**src/rtl/wb_dec_pkg.sv**
```systemverilog
`default_nettype none
// ============================================================================
// Module      : wb_dec_pkg
// Description : Shared types and constants for the wishbone slave decoder.
// Revision    : 1.0 - initial release
// ============================================================================
package wb_dec_pkg;

    localparam logic [1:0] ST_IDLE = 2'd0;
    localparam logic [1:0] ST_BUSY = 2'd1;
    localparam logic [1:0] ST_DONE = 2'd2;

    typedef enum logic [1:0] {
        S_IDLE = ST_IDLE,
        S_BUSY = ST_BUSY,
        S_DONE = ST_DONE
    } state_t;

    localparam logic [31:0] DEAD_DATA_DEFAULT = 32'hDEADBEEF;
    localparam int          SEL_BIT           = 13;
    localparam int          SADR_W            = SEL_BIT;

    // Latched copy of one master request, as presented to a slave
    typedef struct packed {
        logic              we;
        logic [SADR_W-1:0] adr;
        logic [31:0]       dat;
        logic [3:0]        sel;
    } req_t;

endpackage
`default_nettype wire

```
**src/rtl/wb_watchdog.sv**
```systemverilog
`default_nettype none
// ============================================================================
// Module      : wb_watchdog
// Description : Loadable down-counter for stalled cycles plus a sticky flag
//               and saturating 8-bit count of expiry events.
// Revision    : 1.0 - initial release
// ============================================================================
module wb_watchdog #(
    parameter int TIMEOUT = 16
) (
    input  logic       clk,
    input  logic       rst_n,
    input  logic       load,
    input  logic       dec,
    input  logic       expire,
    input  logic       clr,
    output logic       expired,
    output logic       timeout_flag,
    output logic [7:0] timeout_cnt
);

    localparam logic [7:0] c_load_value = 8'(TIMEOUT - 1);

    logic [7:0] r_wd;
    logic       r_flag;
    logic [7:0] r_cnt;

    always_ff @(posedge clk or negedge rst_n) begin
        if (!rst_n) begin
            r_wd <= 8'd0;
        end else if (load) begin
            r_wd <= c_load_value;
        end else if (dec && (r_wd != 8'd0)) begin
            r_wd <= r_wd - 8'd1;
        end
    end

    // Clear takes priority over an expiry landing in the same cycle
    always_ff @(posedge clk or negedge rst_n) begin
        if (!rst_n) begin
            r_flag <= 1'b0;
            r_cnt  <= 8'd0;
        end else if (clr) begin
            r_flag <= 1'b0;
            r_cnt  <= 8'd0;
        end else if (expire) begin
            r_flag <= 1'b1;
            if (r_cnt != 8'hFF) begin
                r_cnt <= r_cnt + 8'd1;
            end
        end
    end

    assign expired      = (r_wd == 8'd0);
    assign timeout_flag = r_flag;
    assign timeout_cnt  = r_cnt;

endmodule
`default_nettype wire

```
**src/rtl/wb_slave_decoder.sv**
```systemverilog
`default_nettype none
// ============================================================================
// Module      : wb_slave_decoder
// Description : Registered two-way wishbone decoder (USB CSRs / EP RAM) with a
//               watchdog that force-completes stalled cycles.
// Revision    : 1.0 - initial release
// ============================================================================
module wb_slave_decoder
    import wb_dec_pkg::*;
#(
    parameter int          TIMEOUT   = 16,
    parameter logic [31:0] DEAD_DATA = DEAD_DATA_DEFAULT
) (
    input  logic        clk,
    input  logic        rst_n,
    input  logic        m_CYC,
    input  logic        m_STB,
    input  logic        m_WE,
    input  logic [13:0] m_ADR,
    input  logic [31:0] m_DAT_MOSI,
    input  logic [3:0]  m_SEL,
    output logic        m_ACK,
    output logic [31:0] m_DAT_MISO,
    output logic        s0_CYC,
    output logic        s0_STB,
    output logic        s0_WE,
    output logic [12:0] s0_ADR,
    output logic [31:0] s0_DAT_MOSI,
    output logic [3:0]  s0_SEL,
    input  logic        s0_ACK,
    input  logic [31:0] s0_DAT_MISO,
    output logic        s1_CYC,
    output logic        s1_STB,
    output logic        s1_WE,
    output logic [12:0] s1_ADR,
    output logic [31:0] s1_DAT_MOSI,
    output logic [3:0]  s1_SEL,
    input  logic        s1_ACK,
    input  logic [31:0] s1_DAT_MISO,
    input  logic        timeout_clr,
    output logic        timeout_flag,
    output logic [7:0]  timeout_cnt
);

    state_t      r_state;
    state_t      w_next;
    logic        r_sel;
    logic        r_we;
    req_t        r_s0_req;
    req_t        r_s1_req;
    logic        r_s0_act;
    logic        r_s1_act;
    logic [31:0] r_miso;

    req_t        w_req;
    logic        w_req_sel;
    logic        w_start;
    logic        w_drop;
    logic        w_ack_hit;
    logic        w_expire;
    logic        w_dec;
    logic        w_wd_zero;
    logic        w_sel_ack;
    logic [31:0] w_sel_dat;

    assign w_req     = '{we: m_WE, adr: m_ADR[SADR_W-1:0], dat: m_DAT_MOSI, sel: m_SEL};
    assign w_req_sel = m_ADR[SEL_BIT];

    // Only the slave latched for this cycle may complete it
    assign w_sel_ack = r_sel ? s1_ACK      : s0_ACK;
    assign w_sel_dat = r_sel ? s1_DAT_MISO : s0_DAT_MISO;

    always_comb begin
        w_next    = r_state;
        w_start   = 1'b0;
        w_drop    = 1'b0;
        w_ack_hit = 1'b0;
        w_expire  = 1'b0;
        w_dec     = 1'b0;
        case (r_state)
            S_IDLE: begin
                if (m_CYC && m_STB) begin
                    w_start = 1'b1;
                    w_next  = S_BUSY;
                end
            end
            S_BUSY: begin
                if (!m_CYC) begin
                    w_drop = 1'b1;
                    w_next = S_IDLE;
                end else if (w_sel_ack) begin
                    w_ack_hit = 1'b1;
                    w_drop    = 1'b1;
                    w_next    = S_DONE;
                end else if (w_wd_zero) begin
                    w_expire = 1'b1;
                    w_drop   = 1'b1;
                    w_next   = S_DONE;
                end else begin
                    w_dec = 1'b1;
                end
            end
            S_DONE: begin
                w_next = S_IDLE;
            end
            default: begin
                w_next = S_IDLE;
            end
        endcase
    end

    always_ff @(posedge clk or negedge rst_n) begin
        if (!rst_n) begin
            r_state <= S_IDLE;
        end else begin
            r_state <= w_next;
        end
    end

    // The unselected slave is zeroed so it never sees stale request fields
    always_ff @(posedge clk or negedge rst_n) begin
        if (!rst_n) begin
            r_sel    <= 1'b0;
            r_we     <= 1'b0;
            r_s0_req <= '0;
            r_s1_req <= '0;
            r_s0_act <= 1'b0;
            r_s1_act <= 1'b0;
        end else if (w_start) begin
            r_sel    <= w_req_sel;
            r_we     <= m_WE;
            r_s0_req <= w_req_sel ? '0 : w_req;
            r_s1_req <= w_req_sel ? w_req : '0;
            r_s0_act <= !w_req_sel;
            r_s1_act <= w_req_sel;
        end else if (w_drop) begin
            r_s0_act <= 1'b0;
            r_s1_act <= 1'b0;
        end
    end

    always_ff @(posedge clk or negedge rst_n) begin
        if (!rst_n) begin
            r_miso <= 32'd0;
        end else if (!r_we) begin
            if (w_ack_hit) begin
                r_miso <= w_sel_dat;
            end else if (w_expire) begin
                r_miso <= DEAD_DATA;
            end
        end
    end

    wb_watchdog #(
        .TIMEOUT (TIMEOUT)
    ) u_watchdog (
        .clk          (clk),
        .rst_n        (rst_n),
        .load         (w_start),
        .dec          (w_dec),
        .expire       (w_expire),
        .clr          (timeout_clr),
        .expired      (w_wd_zero),
        .timeout_flag (timeout_flag),
        .timeout_cnt  (timeout_cnt)
    );

    assign m_ACK       = (r_state == S_DONE);
    assign m_DAT_MISO  = r_miso;

    assign s0_CYC      = r_s0_act;
    assign s0_STB      = r_s0_act;
    assign s0_WE       = r_s0_req.we;
    assign s0_ADR      = r_s0_req.adr;
    assign s0_DAT_MOSI = r_s0_req.dat;
    assign s0_SEL      = r_s0_req.sel;

    assign s1_CYC      = r_s1_act;
    assign s1_STB      = r_s1_act;
    assign s1_WE       = r_s1_req.we;
    assign s1_ADR      = r_s1_req.adr;
    assign s1_DAT_MOSI = r_s1_req.dat;
    assign s1_SEL      = r_s1_req.sel;

endmodule
`default_nettype wire
```
**config.mk**
```make
export PLATFORM = sky130hd
export DESIGN_NAME = wb_slave_decoder
export DESIGN_NICKNAME = d
export VERILOG_FILES = /design/src/rtl/wb_dec_pkg.sv /design/src/rtl/wb_watchdog.sv /design/src/rtl/wb_slave_decoder.sv
export SDC_FILE = /design/constraint.sdc
export NUM_CORES = 1
export LEC_CHECK = 0
export BUFFER_PORTS_ARGS = -buffer_cell sky130_fd_sc_hd__buf_2
export CAP_MARGIN = 20
export CORE_MARGIN = 2
export CORE_UTILIZATION = 41
export CTS_CLUSTER_DIAMETER = 40
export DETAILED_ROUTE_END_ITERATION = 10
export PLACE_DENSITY = 0.75
export SLEW_MARGIN = 15
export SYNTH_ARGS = -nofsm -noshare
export SYNTH_HDL_FRONTEND = slang
export SYNTH_HIERARCHICAL = 1
export SYNTH_SLANG_ARGS = --single-unit
```
**constraint.sdc**
```tcl
create_clock -name clk -period 9.7 [get_ports clk]
set_clock_uncertainty 0.2 [all_clocks]
set_input_delay 0.485 -clock clk [delete_from_list [all_inputs] [get_ports clk]]
set_output_delay 0.485 -clock clk [all_outputs]
set_load 0.005 [all_outputs]
```
==> reports/qor.csv <==
stage,metric,value,unit
synth,"FF+latch count, synth",155,
synth,sequential area share after synthesis,0.559,
worst_setup_path,WP data required,9.81,ns
place,Final GP Congestion,0.770,
worst_setup_path,Crit path max-delay family,simple AND/OR/NAND/NOR gates,
worst_setup_path,worst path bufs/invs,1,
global_route,initial antenna violation count,0,
floorplan,Die H,134,um
layout,Multi-input gate area,2810,um^2
worst_setup_path,crit path launch type,register,
global_route,M1 GR Usage,0.259,
sta,Fin. Hold Viols,0,
clocking,Worst-Skew Late Latency,0.42,ns
layout,ANT cells,0,
global_route,vias in the first global route,5565,
worst_setup_path,Worst EP arrival,3.98,ns
power,Leak Pwr,4.72,nW
layout,fin area,9090,um^2
layout,Syn-to-layout area delta,31.1,%
synth,Synth Instances,667,
route,DR DRC count,0,
synth,Syn Area/Cell,10.4,um^2
place,Detailed Place HPWL,12.0,mm
route,first-pass detailed-route iteration total,4,
global_route,grt peak-use layer,met2,
worst_setup_path,"Slowest-stage cell, CP",nor3_1,
worst_setup_path,CP cell instances,"or4_4, nor3_1, inv_1, nor3_1, nand4_1, a2111oi_0, mux2_2",
worst_setup_path,CP endpoint kind,register,
synth,Post-Syn Area,6940,um^2
synth,Unique masters post-synth,48,
route,Avg WL per Cell,15.3,um
clocking,Setup Buffers After CTS,0,
synth,Synth Flop Type,dfrtp_1,
sta,worst-margin pin slew,1.04,ns
sta,Slew Limit Fails,0,
global_route,total grt overflow,0,
sta,RSZ-0062 raised after global routing,no,
clocking,CTS Buf Count,17,
clocking,clk buf depth,2,
layout,Final #Nets,1040,
worst_setup_path,CP max FO,7,
global_route,GRT met2 Usage,0.321,
outcome,status,completed,
layout,Sequential Area,3880,um^2
layout,fill cell count,1505,
clocking,Max H-tree Level,4,
clocking,clk root buf,clkbuf_16,
layout,share of cells above drive strength 1,0.372,
power,PD cells,231,nW/um^2
synth,Post-synth EDFFs,0,
floorplan,# IOs,268,
place,IO Port Bufs,267,
route,drt via density,4.94,
place,"Cell Area, Placed",8380,um^2
sta,Final Setup Violations,0,
clocking,clock transition at the registers of the reported paths,0.07,ns
clocking,hold_buf cts,1,
floorplan,Initial Util,0.418,
sta,Fin Setup TNS,0,ns
global_route,total global-route track usage,0.198,
worst_setup_path,crit path kind,register to register,
sta,fin crit share,0.399,
clocking,Post-CTS Resized,0,
floorplan,die area,18000,um^2
route,First DRT Iteration DRCs,240,
power,worst vdd ir,0.118,mV
worst_hold_path,Tightest Hold Check Type,input port to register,
worst_setup_path,CP peak stage delay,0.74,ns
worst_setup_path,"most used cell, CP",nor3_1,
route,Routed WL,17.6,mm
floorplan,Row Count,47,
run,# Max-Cap Violations,0,
synth,yosys warns,6,
route,antenna-violating nets left,0,
route,Via Count,5667,
synth,Async SR Flop Fraction,1.00,
sta,FMAX,258,MHz
sta,Rel. slew slack,0.305,
clocking,clock tree from TritonCTS,yes,
place,dpl cells,1115,
floorplan,core area,16600,um^2
global_route,met3 usage,0.0469,
global_route,largest net degree at the start of global routing,103,
sta,post-layout min period,3.87,ns
global_route,first-pass GRT wire length,28.4,mm
floorplan,width of the die,134,um
clocking,Num Clock Sinks,155,
synth,Syn Nets,792,
layout,"Cell Count, Final, Fillers Out",1148,
## cells in the final DEF, fill, tap and decap left out, drive strengths merged, types with 4 or more instances in the layout
cell type	count
nand2b	53
clkinv	4
a211oi	5
o2bb2ai	8
nor2	9
nor2b	7
dfrtp	155
nand3	51
mux2	5
clkbuf	20
mux2i	36
nand2	161
a2bb2oi	24
o21ai	55
nor3	9
bufinv	6
a21oi	7
buf	273
inv	9
## worst register-to-register path: stages, from the launching register on
cell and delay [ns]:
dfrtp_1 0.43, or4_4 0.55, nor3_1 0.45, inv_1 0.22, nor3_1 0.74, nand4_1 0.31
a2111oi_0 0.49, mux2_2 0.38
## where the power goes
group          switching [mW]  internal [mW]
clock                   0.271          0.507
combinational           0.202          0.237
sequential             0.0964          0.785
total                   0.569           1.53
## cells by family after synthesis
group,count (synthesis),share of synthesized area
AOI/OAI and AO/OA,109,0.124
adders and majority gates,3,0.00541
buffers and inverters,52,0.0375
DFF,155,0.559
muxes,41,0.0619
and+or+nand+nor,307,0.212
## cell type report
cell class | count | share of cell area
Clock buffer | 20 | 0.0513
Clock inverter | 12 | 0.0256
Inverter | 7 | 0.00289
Multi-Input combinational cell | 460 | 0.309
Sequential cell | 155 | 0.427
Tap cell | 220 | 0.0303
Timing Repair Buffer | 274 | 0.154
## routing by layer
layer	wire, um	vias up
met5	0	-
met4	372	0
met3	928	26
met2	8690	173
met1	7600	2687
li1	-	2781
## path summary, 6_finish.rpt
path	start	to	slack, ns	depth (start not counted)
max	u_watchdog/r_wd[4]$_DFFE_PN0P_	u_watchdog/timeout_cnt[5]$_DFFE_PN0P_	5.83	7
min	m_ADR[2]	s1_ADR[2]$_DFFE_PN0P_	0.11	3
max reg2reg	u_watchdog/r_wd[4]$_DFFE_PN0P_	u_watchdog/timeout_cnt[5]$_DFFE_PN0P_	5.83	7
min reg2reg	s1_DAT_MOSI[29]$_DFFE_PN0P_	s1_DAT_MOSI[29]$_DFFE_PN0P_	0.26	2
max in group asynchronous	rst_n	r_sel$_DFFE_PN0P_	7.29	3
min in group asynchronous	rst_n	m_DAT_MISO[11]$_DFFE_PN0P_	0.50	2
## synthesized netlist by cell type (2+ instances only)
cell type	count	area [um^2]
nand2_1	161	604
dfrtp_1	155	3880
o21ai_0	54	270
nand2b_1	53	332
nand3_1	51	255
mux2i_1	35	350
a2bb2oi_2	20	300
buf_2	19	95.1
clkbuf_1	17	63.8
nor2_1	9	33.8
nor3_1	8	40.0
o2bb2ai_1	8	70.1
a21oi_1	7	35.0
nor2b_1	7	43.8
inv_1	6	22.5
a211oi_1	5	37.5
a2bb2oi_1	4	35.0
buf_6	4	45.0
mux2_2	4	45.0
buf_4	3	22.5
ha_1	3	37.5
nand4_1	3	18.8
buf_1	2	7.51
nand3b_1	2	15.0
nand4bb_1	2	22.5
or2_2	2	12.5
or4_1	2	15.0
## state kept, by name (all words and copies together), names as in the netlist, 4 cells and up
signal and count:
m_DAT_MISO 32, s0_DAT_MOSI 32, s1_DAT_MOSI 32, s0_ADR 13, s1_ADR 13, u_watchdog/r_wd 8
u_watchdog/timeout_cnt 8, s0_SEL 4, s1_SEL 4
## metrics by stage
stage                     power, mW  setup WS, ns   util  hold WS, ns
final                          2.10          5.83  0.548        0.113
after global routing           2.21          5.55  0.548        0.105
after CTS                      2.12          5.85  0.548       0.0923
after detailed placement       1.34          5.97  0.506        0.250
after global placement         1.32          6.05  0.506        0.244
after floorplan                1.10          6.41      -      -0.0106
Note: power is estimated with default switching activity, not from simulation.
